===== src/rtl/gcd_pkg.sv =====
// Shared definitions for the GCD engine: state encoding and the zero-operand decision.
package gcd_pkg;

    localparam logic [1:0] S_IDLE   = 2'b00;
    localparam logic [1:0] S_CALC   = 2'b01;
    localparam logic [1:0] S_FINISH = 2'b10;

    // Returns 1 when the operand pair must be reported as an error under the given policy.
    // zero_err=1: any zero operand is an error; zero_err=0: only gcd(0,0) is an error.
    function automatic logic zero_fault(input logic [63:0] a, input logic [63:0] b,
                                        input logic zero_err);
        if (zero_err) begin
            return (a == 64'd0) || (b == 64'd0);
        end
        return (a == 64'd0) && (b == 64'd0);
    endfunction

endpackage


===== src/rtl/gcd_engine_if.sv =====
// Request/result bundle between a control agent (master) and the GCD engine (slave).
//
// Handshake: a request transfers on a rising edge where START=1 and READY=1; A/B are
// sampled on that edge only. A result is offered while DONE=1 (Y/ERROR/ITERS stable)
// and is consumed on a rising edge where DONE=1 and ACK=1. START is ignored when
// READY=0 and ACK is ignored when DONE=0.
interface gcd_engine_if #(
    parameter int WIDTH  = 8,
    parameter int ITER_W = WIDTH
) ();
    logic [WIDTH-1:0]  A;
    logic [WIDTH-1:0]  B;
    logic              START;
    logic              READY;
    logic              BUSY;
    logic              ACK;
    logic [WIDTH-1:0]  Y;
    logic              DONE;
    logic              ERROR;
    logic [ITER_W-1:0] ITERS;

    modport master (
        output A, B, START, ACK,
        input  READY, BUSY, Y, DONE, ERROR, ITERS
    );

    modport slave (
        input  A, B, START, ACK,
        output READY, BUSY, Y, DONE, ERROR, ITERS
    );
endinterface


===== src/rtl/gcd_sub_step.sv =====
// One compare/subtract step of the subtractive Euclid algorithm.
module gcd_sub_step #(
    parameter int WIDTH = 8
) (
    input  logic [WIDTH-1:0] ra,
    input  logic [WIDTH-1:0] rb,
    output logic             eq,
    output logic             a_gt_b,
    output logic [WIDTH-1:0] next_ra,
    output logic [WIDTH-1:0] next_rb
);
    // Both differences are produced; the caller only uses the one whose minuend is larger,
    // so the selected result never underflows.
    always_comb begin
        eq      = (ra == rb);
        a_gt_b  = (ra > rb);
        next_ra = ra - rb;
        next_rb = rb - ra;
    end
endmodule


===== src/rtl/gcd_engine.sv =====
// Iterative GCD engine with configurable zero policy, saturating step counter and
// result hold until acknowledged.
module gcd_engine
    import gcd_pkg::*;
#(
    parameter int WIDTH    = 8,
    parameter int ITER_W   = WIDTH,
    parameter bit ZERO_ERR = 1'b1
) (
    input  logic                CLK,
    input  logic                RST,
    gcd_engine_if.slave         bus,
    output logic [1:0]          state_dbg
);
    logic [1:0]        state_q, state_d;
    logic [WIDTH-1:0]  ra_q, ra_d;
    logic [WIDTH-1:0]  rb_q, rb_d;
    logic [WIDTH-1:0]  y_q, y_d;
    logic [ITER_W-1:0] iters_q, iters_d;
    logic              error_q, error_d;

    logic              step_eq;
    logic              step_gt;
    logic [WIDTH-1:0]  step_ra;
    logic [WIDTH-1:0]  step_rb;

    logic              any_zero;
    logic              fault;
    logic              ready_o, busy_o, done_o;

    gcd_sub_step #(.WIDTH(WIDTH)) u_step (
        .ra      (ra_q),
        .rb      (rb_q),
        .eq      (step_eq),
        .a_gt_b  (step_gt),
        .next_ra (step_ra),
        .next_rb (step_rb)
    );

    // Zero-operand decode on the live request operands.
    always_comb begin
        any_zero = (bus.A == '0) || (bus.B == '0);
        fault    = zero_fault(64'(bus.A), 64'(bus.B), ZERO_ERR);
    end

    // State and datapath registers; reset discards any operation in flight.
    always_ff @(posedge CLK) begin
        if (RST) begin
            state_q <= S_IDLE;
            ra_q    <= '0;
            rb_q    <= '0;
            y_q     <= '0;
            iters_q <= '0;
            error_q <= 1'b0;
        end else begin
            state_q <= state_d;
            ra_q    <= ra_d;
            rb_q    <= rb_d;
            y_q     <= y_d;
            iters_q <= iters_d;
            error_q <= error_d;
        end
    end

    // Next-state: any zero operand short-cuts straight to FINISH; illegal code returns to IDLE.
    always_comb begin
        state_d = state_q;
        case (state_q)
            S_IDLE:   if (bus.START) state_d = any_zero ? S_FINISH : S_CALC;
            S_CALC:   if (step_eq) state_d = S_FINISH;
            S_FINISH: if (bus.ACK) state_d = S_IDLE;
            default:  state_d = S_IDLE;
        endcase
    end

    // Datapath updates: load on accepted START, one subtract per CALC cycle, hold otherwise.
    always_comb begin
        ra_d    = ra_q;
        rb_d    = rb_q;
        y_d     = y_q;
        iters_d = iters_q;
        error_d = error_q;
        case (state_q)
            S_IDLE: begin
                if (bus.START) begin
                    ra_d    = bus.A;
                    rb_d    = bus.B;
                    iters_d = '0;
                    error_d = 1'b0;
                    if (fault) begin
                        y_d     = '0;
                        error_d = 1'b1;
                    end else if (any_zero) begin
                        // Only one operand can be zero here, so OR yields the other one.
                        y_d = bus.A | bus.B;
                    end
                end
            end
            S_CALC: begin
                if (step_eq) begin
                    y_d = ra_q;
                end else begin
                    if (step_gt) ra_d = step_ra;
                    else         rb_d = step_rb;
                    if (iters_q != {ITER_W{1'b1}}) iters_d = iters_q + ITER_W'(1);
                end
            end
            default: ;
        endcase
    end

    // Status outputs decoded from the state register; the illegal code drives none of them.
    always_comb begin
        ready_o = 1'b0;
        busy_o  = 1'b0;
        done_o  = 1'b0;
        case (state_q)
            S_IDLE:   ready_o = 1'b1;
            S_CALC:   busy_o  = 1'b1;
            S_FINISH: done_o  = 1'b1;
            default:  ;
        endcase
    end

    assign bus.READY = ready_o;
    assign bus.BUSY  = busy_o;
    assign bus.DONE  = done_o;
    assign bus.Y     = y_q;
    assign bus.ERROR = error_q;
    assign bus.ITERS = iters_q;
    assign state_dbg = state_q;

endmodule


===== src/flat_wrapper.sv =====
// flat-port wrapper written by rule: the top's interface ports become plain ports
module gcd_engine_flat import gcd_pkg::*;
#(
    parameter int WIDTH    = 8,
    parameter int ITER_W   = WIDTH,
    parameter bit ZERO_ERR = 1'b1
)
  (CLK, RST, state_dbg, bus_A, bus_B, bus_START, bus_ACK, bus_READY, bus_BUSY, bus_Y, bus_DONE, bus_ERROR, bus_ITERS);
  gcd_engine_if #(.WIDTH(WIDTH), .ITER_W(ITER_W)) bus_i ();
  input  logic CLK;
  input  logic RST;
  output logic [1:0] state_dbg;
  input wire logic [$bits(bus_i.A)-1:0] bus_A;
  input wire logic [$bits(bus_i.B)-1:0] bus_B;
  input wire logic [$bits(bus_i.START)-1:0] bus_START;
  input wire logic [$bits(bus_i.ACK)-1:0] bus_ACK;
  output wire logic [$bits(bus_i.READY)-1:0] bus_READY;
  output wire logic [$bits(bus_i.BUSY)-1:0] bus_BUSY;
  output wire logic [$bits(bus_i.Y)-1:0] bus_Y;
  output wire logic [$bits(bus_i.DONE)-1:0] bus_DONE;
  output wire logic [$bits(bus_i.ERROR)-1:0] bus_ERROR;
  output wire logic [$bits(bus_i.ITERS)-1:0] bus_ITERS;
  assign bus_i.A = bus_A;
  assign bus_i.B = bus_B;
  assign bus_i.START = bus_START;
  assign bus_i.ACK = bus_ACK;
  assign bus_READY = bus_i.READY;
  assign bus_BUSY = bus_i.BUSY;
  assign bus_Y = bus_i.Y;
  assign bus_DONE = bus_i.DONE;
  assign bus_ERROR = bus_i.ERROR;
  assign bus_ITERS = bus_i.ITERS;
  gcd_engine #(.WIDTH(WIDTH), .ITER_W(ITER_W), .ZERO_ERR(ZERO_ERR)) u_core (.CLK(CLK), .RST(RST), .bus(bus_i), .state_dbg(state_dbg));
endmodule

===== config.mk =====
export PLATFORM = sky130hd
export DESIGN_NAME = gcd_engine_flat
export DESIGN_NICKNAME = d
export VERILOG_FILES = /design/src/rtl/gcd_pkg.sv /design/src/rtl/gcd_engine_if.sv /design/src/rtl/gcd_sub_step.sv /design/src/rtl/gcd_engine.sv /design/src/flat_wrapper.sv
export SDC_FILE = /design/constraint.sdc
export NUM_CORES = 1
export LEC_CHECK = 0
export CAP_MARGIN = 10
export CORE_ASPECT_RATIO = 0.9
export CORE_UTILIZATION = 49
export DETAILED_ROUTE_END_ITERATION = 6
export PLACE_DENSITY = 0.85
export SYNTH_ARGS = -nofsm -noshare
export SYNTH_HDL_FRONTEND = slang
export SYNTH_HIERARCHICAL = 1
export SYNTH_SLANG_ARGS = --single-unit

===== constraint.sdc =====
create_clock -name CLK -period 2.5 [get_ports CLK]
set_input_delay 0.5 -clock CLK [delete_from_list [all_inputs] [get_ports CLK]]
set_output_delay 0.5 -clock CLK [all_outputs]
set_load 0.01 [all_outputs]

---- After elaboration in Yosys (flattened, before gate mapping) ----
Index checks and enable logic that the tools add are counted.
cells by class
  add/sub/neg operators ................... 3
  $lt $le $gt $ge ......................... 1
  equal/unequal tests ..................... 12
  mux-type cells .......................... 25
  reductions and logical operators ........ 11
operators with widths
  operator             number
  $mux 8               12
  $pmux 8 s2           4
  $logic_not 8->1      2
  $reduce_and 4->1     4
  $sub 8x8->8          2
  $add 8x1->8 const B  1
  $eq 8x8->1           1
  $gt 8x8->1           1
  $mux 2               4
  $ne 2x1->1 const B   4
  $ne 2x2->1 const B   4
  $ne 8x8->1 const B   1
  $pmux 2 s3           1
  $mux 1               4
  $reduce_and 3->1     1
  $eq 2x1->1 const B   1
  $eq 2x2->1 const B   1
  $logic_not 2->1      1
  $reduce_and 2->1     1
  $reduce_bool 2->1    1
  $logic_or 1x1->1     1
word-level totals
  register bits ........................... 35
  word-level logic and storage cells ...... 58

---- Longest topological paths before layout ----
  depth in word-level cells ............... 5
  depth in mapped cells ................... 12

---- Cells and area by module ----
Netlist, hierarchy kept.
modules (own cells, without submodules)
  module        instances  cells each  area each (um2)  seq. area each (um2)
  gcd_engine    1          197         1825.5           700.7
  gcd_sub_step  1          103         721.9            0.0

---- Worst setup path before layout ----
OpenSTA, ideal clock, no wires.
  kind .................................... reg2reg
  from .................................... register u_core.ra_q[2]
  to ...................................... register u_core.rb_q[5]
  library setup time ...................... 79 ps
  arrival time ............................ 2515 ps
  path slack .............................. -94 ps
  cell stages (with the launch flop) ...... 13
  path buffers ............................ 2
  clock period less this slack ............ 2594 ps
  cell sequence ........................... dfxtp_1 -> inv_1 -> ha_1 -> buf_6 -> nor2b_1 -> o31a_1 -> o31ai_1 -> a21oi_1 -> or3b_4 -> a21oi_4 -> buf_6 -> nor2_2 -> a211oi_2
RTL lines
  item                               line                RTL
  start: declaration                 gcd_engine.sv:16    logic [WIDTH-1:0] ra_q, ra_d;
  start signal: assignment           gcd_engine.sv:57    ra_q <= ra_d;
  $gt 8x8->1                         gcd_sub_step.sv:16  a_gt_b = (ra > rb);
  via u_core.step_gt                 gcd_engine.sv:23    logic step_gt;
  $ne 2x2->1 (no source line)        --
  $reduce_and 4->1 (no source line)  --
  end signal: assignment             gcd_engine.sv:58    rb_q <= rb_d;
  end: declaration                   gcd_engine.sv:17    logic [WIDTH-1:0] rb_q, rb_d;
The timed path passes the listed nets, and every way through them passes these cells. The select of a mux whose other input is x is not followed.
A chain may end at the register's enable or synchronous reset.

---- Worst setup path in the final report ----
  from .................................... register u_core.ra_q[0]
  to ...................................... register u_core.rb_q[0]
The elaborated chain is that of the path after synthesis.

==> flow_metrics.env <==
export IMPL_drv_slew=0
export IMPL_rsz0062_at_grt="yes"
export IMPL_power_switching_mw=1.464
export IMPL_gp_congestion=0.9698
export IMPL_path_cells="inv_2 > ha_4 > fa_2 > nor2b_4 > o31a_1 > o31ai_4 > a21oi_2 > or3b_4 > a21oi_4 > buf_12 > nor2_2 > a211oi_1"
export IMPL_p_seq_share_pct=22.2
export IMPL_vias=2566
export IMPL_coreArea_um2=4925
export IMPL_grt_pass1_vias=2383
export IMPL_ant_nets=0
export IMPL_htreeDepth=2
export IMPL_die_area_um2=5492
export IMPL_drt_wl_total_um=7194
export IMPL_outcome="finished, violations left"
export IMPL_postSynth_asyncResetShare_pct=0
export IMPL_hold_path_class="flip-flop to flip-flop"
export IMPL_holdWs_ps=486.3
export IMPL_clock_root_buffer="clkbuf_8"
export IMPL_end_kind="flip-flop"
export IMPL_syn_avg_cell_area_um2=8.491
export IMPL_syn_cell_area_um2=2547
export IMPL_critical_path_top_delay_family="compound AO/OA/AOI/OAI gates"
export IMPL_rr_worst_depth=12
export IMPL_ys_flop_type="dfxtp_1"
export IMPL_syn_to_final_growth_pct=32.02
export IMPL_viasPerCell=6.038
export IMPL_cap_violations=0
export IMPL_peakVddDrop_uv=547.4
export IMPL_hold_end="u_core/bus.ITERS[4]$_SDFFE_PP0P_"
export IMPL_synth_top_area_share_pct=27.50
export IMPL_drive_gt1_share_pct=18.61
export IMPL_netlist_top_cells_count="35 x dfxtp_1, 30 x nor2_1, 25 x mux2i_1"
export IMPL_io_buffers=41
export IMPL_grt_pass1_wl_um=10960
export IMPL_cts_sinks=35
export IMPL_fmax_mhz=388.5
export IMPL_die_y_um=70.41
export IMPL_rr_endpoint="u_core/rb_q[0]$_SDFFE_PP0P_"
export IMPL_ys_seq_elements=35
export IMPL_switching_share_pct=43.19
export IMPL_final_hold_viol_count=0
export IMPL_drt_iter0_drc=188
export IMPL_tightest_slew_ps=468.8
export IMPL_cts_tree="yes"
export IMPL_required_ps=2710
export IMPL_synth_most_common_cell="dfxtp_1"
export IMPL_yosysTopAreaCell="dfxtp_1"
export IMPL_min_delay_start="u_core/bus.ITERS[4]$_SDFFE_PP0P_"
export IMPL_synth_cells=300
export IMPL_dp_hpwl_um=5063
export IMPL_multi_input_area_um2=1710
export IMPL_yosysSeqAreaShare_pct=27.50
export IMPL_crit_buf_inv=2
export IMPL_start_util_pct=51.73
export IMPL_cp_slowest_cell="or3b_4"
export IMPL_ys_warn_count=6
export IMPL_drc=0
export IMPL_critPathMaxStageDelay_ps=410
export IMPL_min_period_over_period_pct=102.9
export IMPL_seq_area_um2=706.9
export IMPL_dr_pass1_iters=5
export IMPL_grt_util_all_layers_pct=25.62
export IMPL_p_int_mw=1.925
export IMPL_antenna_found_initial=0
export IMPL_timing_rr_start="u_core/ra_q[0]$_SDFFE_PP0P_"
export IMPL_arrival_ps=2780
export IMPL_ios=42
export IMPL_wl_per_cell_um=16.93
export IMPL_cp_start_kind="flip-flop"
export IMPL_die_w_um=78.01
export IMPL_core_rowCount=24
export IMPL_synth_cell_types=54
export IMPL_powerDensity_nw_per_um2=1008
export IMPL_clkPwrFrac_pct=13.6
export IMPL_fillers=361
export IMPL_diodes=0
export IMPL_finalClockSkew_ps=5.205
export IMPL_synth_area_leaders="dfxtp_1 28%, mux2i_1 9.8%, ha_1 7.9%"
export IMPL_grt_overflow=0
export IMPL_critPathKind="flip-flop to flip-flop"
export IMPL_combinationalPowerShare_pct=64.2
export IMPL_post_route_min_period_ps=2574
export IMPL_min_delay_path_depth=2
export IMPL_violations="negative setup slack"
export IMPL_nets=397
export IMPL_grt_max_degree=34
export IMPL_cts_made_buffers=5
export IMPL_layout_setup_ws_ps=-73.72
export IMPL_path_max_fanout=8
export IMPL_clkLatencyLatePin_ps=300
export IMPL_p_leak_nw=1.267
export IMPL_synth_fp_nets=338
export IMPL_slew_headroom_pct=68.63
export IMPL_utilization_pct=68.29
export IMPL_cts_buffer_depth=2
export IMPL_path_clk_slew_ps=70
export IMPL_setup_viol=8
export IMPL_synth_enable_flop_cells=0
export IMPL_regToRegSetupSlack_ps=-70
-- sequential cells by signal (all words and copies together) (netlist names) --
name and count:
u_core/bus.Y 8, u_core/state_dbg 2, u_core/rb_q 8, u_core/ra_q 8
u_core/bus.ITERS 8, u_core/bus.ERROR 1
-- layer usage --
layer  vias up  global-route usage [%]  routed length, um  share of wire, %
met1      1216                   33.52               3182                44
met3        12                   6.667                537               7.5
met4         0                   8.848                108               1.5
met5         -                       0                  0                 0
met2       106                   40.71               3366                47
li1       1232                       -                  -                 -
-- worst reg2reg max path, stage by stage (launching register included) --
cell      delay (ps)
dfxtp_2          330
inv_2             50
ha_4             120
fa_2             230
nor2b_4           50
o31a_1           340
o31ai_4          280
a21oi_2          100
or3b_4           410
a21oi_4          220
buf_12           150
nor2_2            30
a211oi_1         180
-- layout make-up --
cell class	count	share of cell area (%)
sequential	35	21.02
timing repair buffer	71	20.28
multi-input combinational	224	50.86
clock buffer	8	2.976
tap	65	2.418
inverter	22	2.455
-- worst max-delay path by stage --
stage	start	to	slack (ps)	cells past startpoint
2_1_floorplan	u_core/ra_q[2]$_SDFFE_PP0P_	u_core/rb_q[5]$_SDFFE_PP0P_	-60	12
3_3_place_gp	u_core/ra_q[0]$_SDFFE_PP0P_	u_core/rb_q[0]$_SDFFE_PP0P_	60	12
3_5_place_dp	u_core/ra_q[0]$_SDFFE_PP0P_	u_core/rb_q[7]$_SDFFE_PP0P_	-40	12
4_1_cts	u_core/ra_q[0]$_SDFFE_PP0P_	u_core/rb_q[0]$_SDFFE_PP0P_	6	12
5_1_grt	u_core/ra_q[0]$_SDFFE_PP0P_	u_core/rb_q[2]$_SDFFE_PP0P_	-130	12
6_report	u_core/ra_q[0]$_SDFFE_PP0P_	u_core/rb_q[0]$_SDFFE_PP0P_	-70	12
-- power groups by stage --
stage | sequential [mW] | clock [mW] | combinational, mW
2_1_floorplan | 0.738 | 0 | 1.38
3_3_place_gp | 0.743 | 0 | 1.85
3_5_place_dp | 0.749 | 0 | 1.90
4_1_cts | 0.737 | 0.463 | 1.96
5_1_grt | 0.765 | 0.490 | 2.35
6_report | 0.753 | 0.460 | 2.18
-- placed cells by master (no fill, tap or decap), types with 2 or more instances in the layout --
cell,synthesis,layout
a211o_1,2,2
a211oi_1,19,15
a211oi_2,2,6
a21boi_0,2,2
a21oi_1,10,9
a21oi_2,1,2
a21oi_4,2,2
a311oi_1,9,9
a31oi_1,10,10
buf_12,0,2
buf_4,5,26
clkbuf_8,0,7
clkdlybuf4s50_1,0,41
dfxtp_1,35,30
dfxtp_2,0,5
ha_1,16,14
ha_4,0,2
inv_1,22,21
mux2i_1,25,25
nand2_1,18,18
nand2b_1,2,2
nand3_1,14,14
nand3b_1,3,3
nand4_1,4,4
nor2_1,30,29
nor2_2,2,3
nor2b_1,4,2
nor2b_2,1,2
nor2b_4,1,2
nor3_1,6,6
nor3b_1,2,2
nor4_1,4,4
o21a_1,3,3
o21ai_0,3,3
o31a_1,2,2
or3_1,4,4
xnor2_1,4,4
-- through the flow --
stage / area, um2 / power, mW / setup slack (ps) / TNS, ps / instances
2_1_floorplan: 2556 / 2.118 / -55.86 / -111.7 / 300
6_report: 3363 / 3.389 / -73.72 / -422.0 / 425
3_3_place_gp: 3132 / 2.594 / 56.55 / 0 / 412
3_5_place_dp: 3132 / 2.652 / -41.94 / -83.39 / 412
4_1_cts: 3251 / 3.159 / 5.825 / 0 / 420
5_1_grt: 3363 / 3.601 / -134.0 / -1390 / 425
-- cell families (layout without fill, tap and decap cells) --
kind of cell | Yosys count | after routing | synth area share (%)
adder cells (fa/ha/maj) | 18 | 18 | 9.430
XOR/XNOR | 4 | 4 | 1.375
AND/OR/NAND/NOR | 101 | 101 | 20.53
buffers and inverters | 41 | 101 | 8.399
flip-flops | 35 | 35 | 27.50
AO/OA/AOI/OAI | 76 | 76 | 22.94
multiplexers | 25 | 25 | 9.823
-- repair_timing --
item                       in CTS  in global routing
hold buffers                    0                  0
resized for setup               5                 13
pin swaps                       3                 16
setup buffers                   0                  4
cloned                          0                  1
hold endpoints to repair        0                  0
setup endpoints to repair       9                 22
Note: power is estimated with default switching activity, not from simulation.
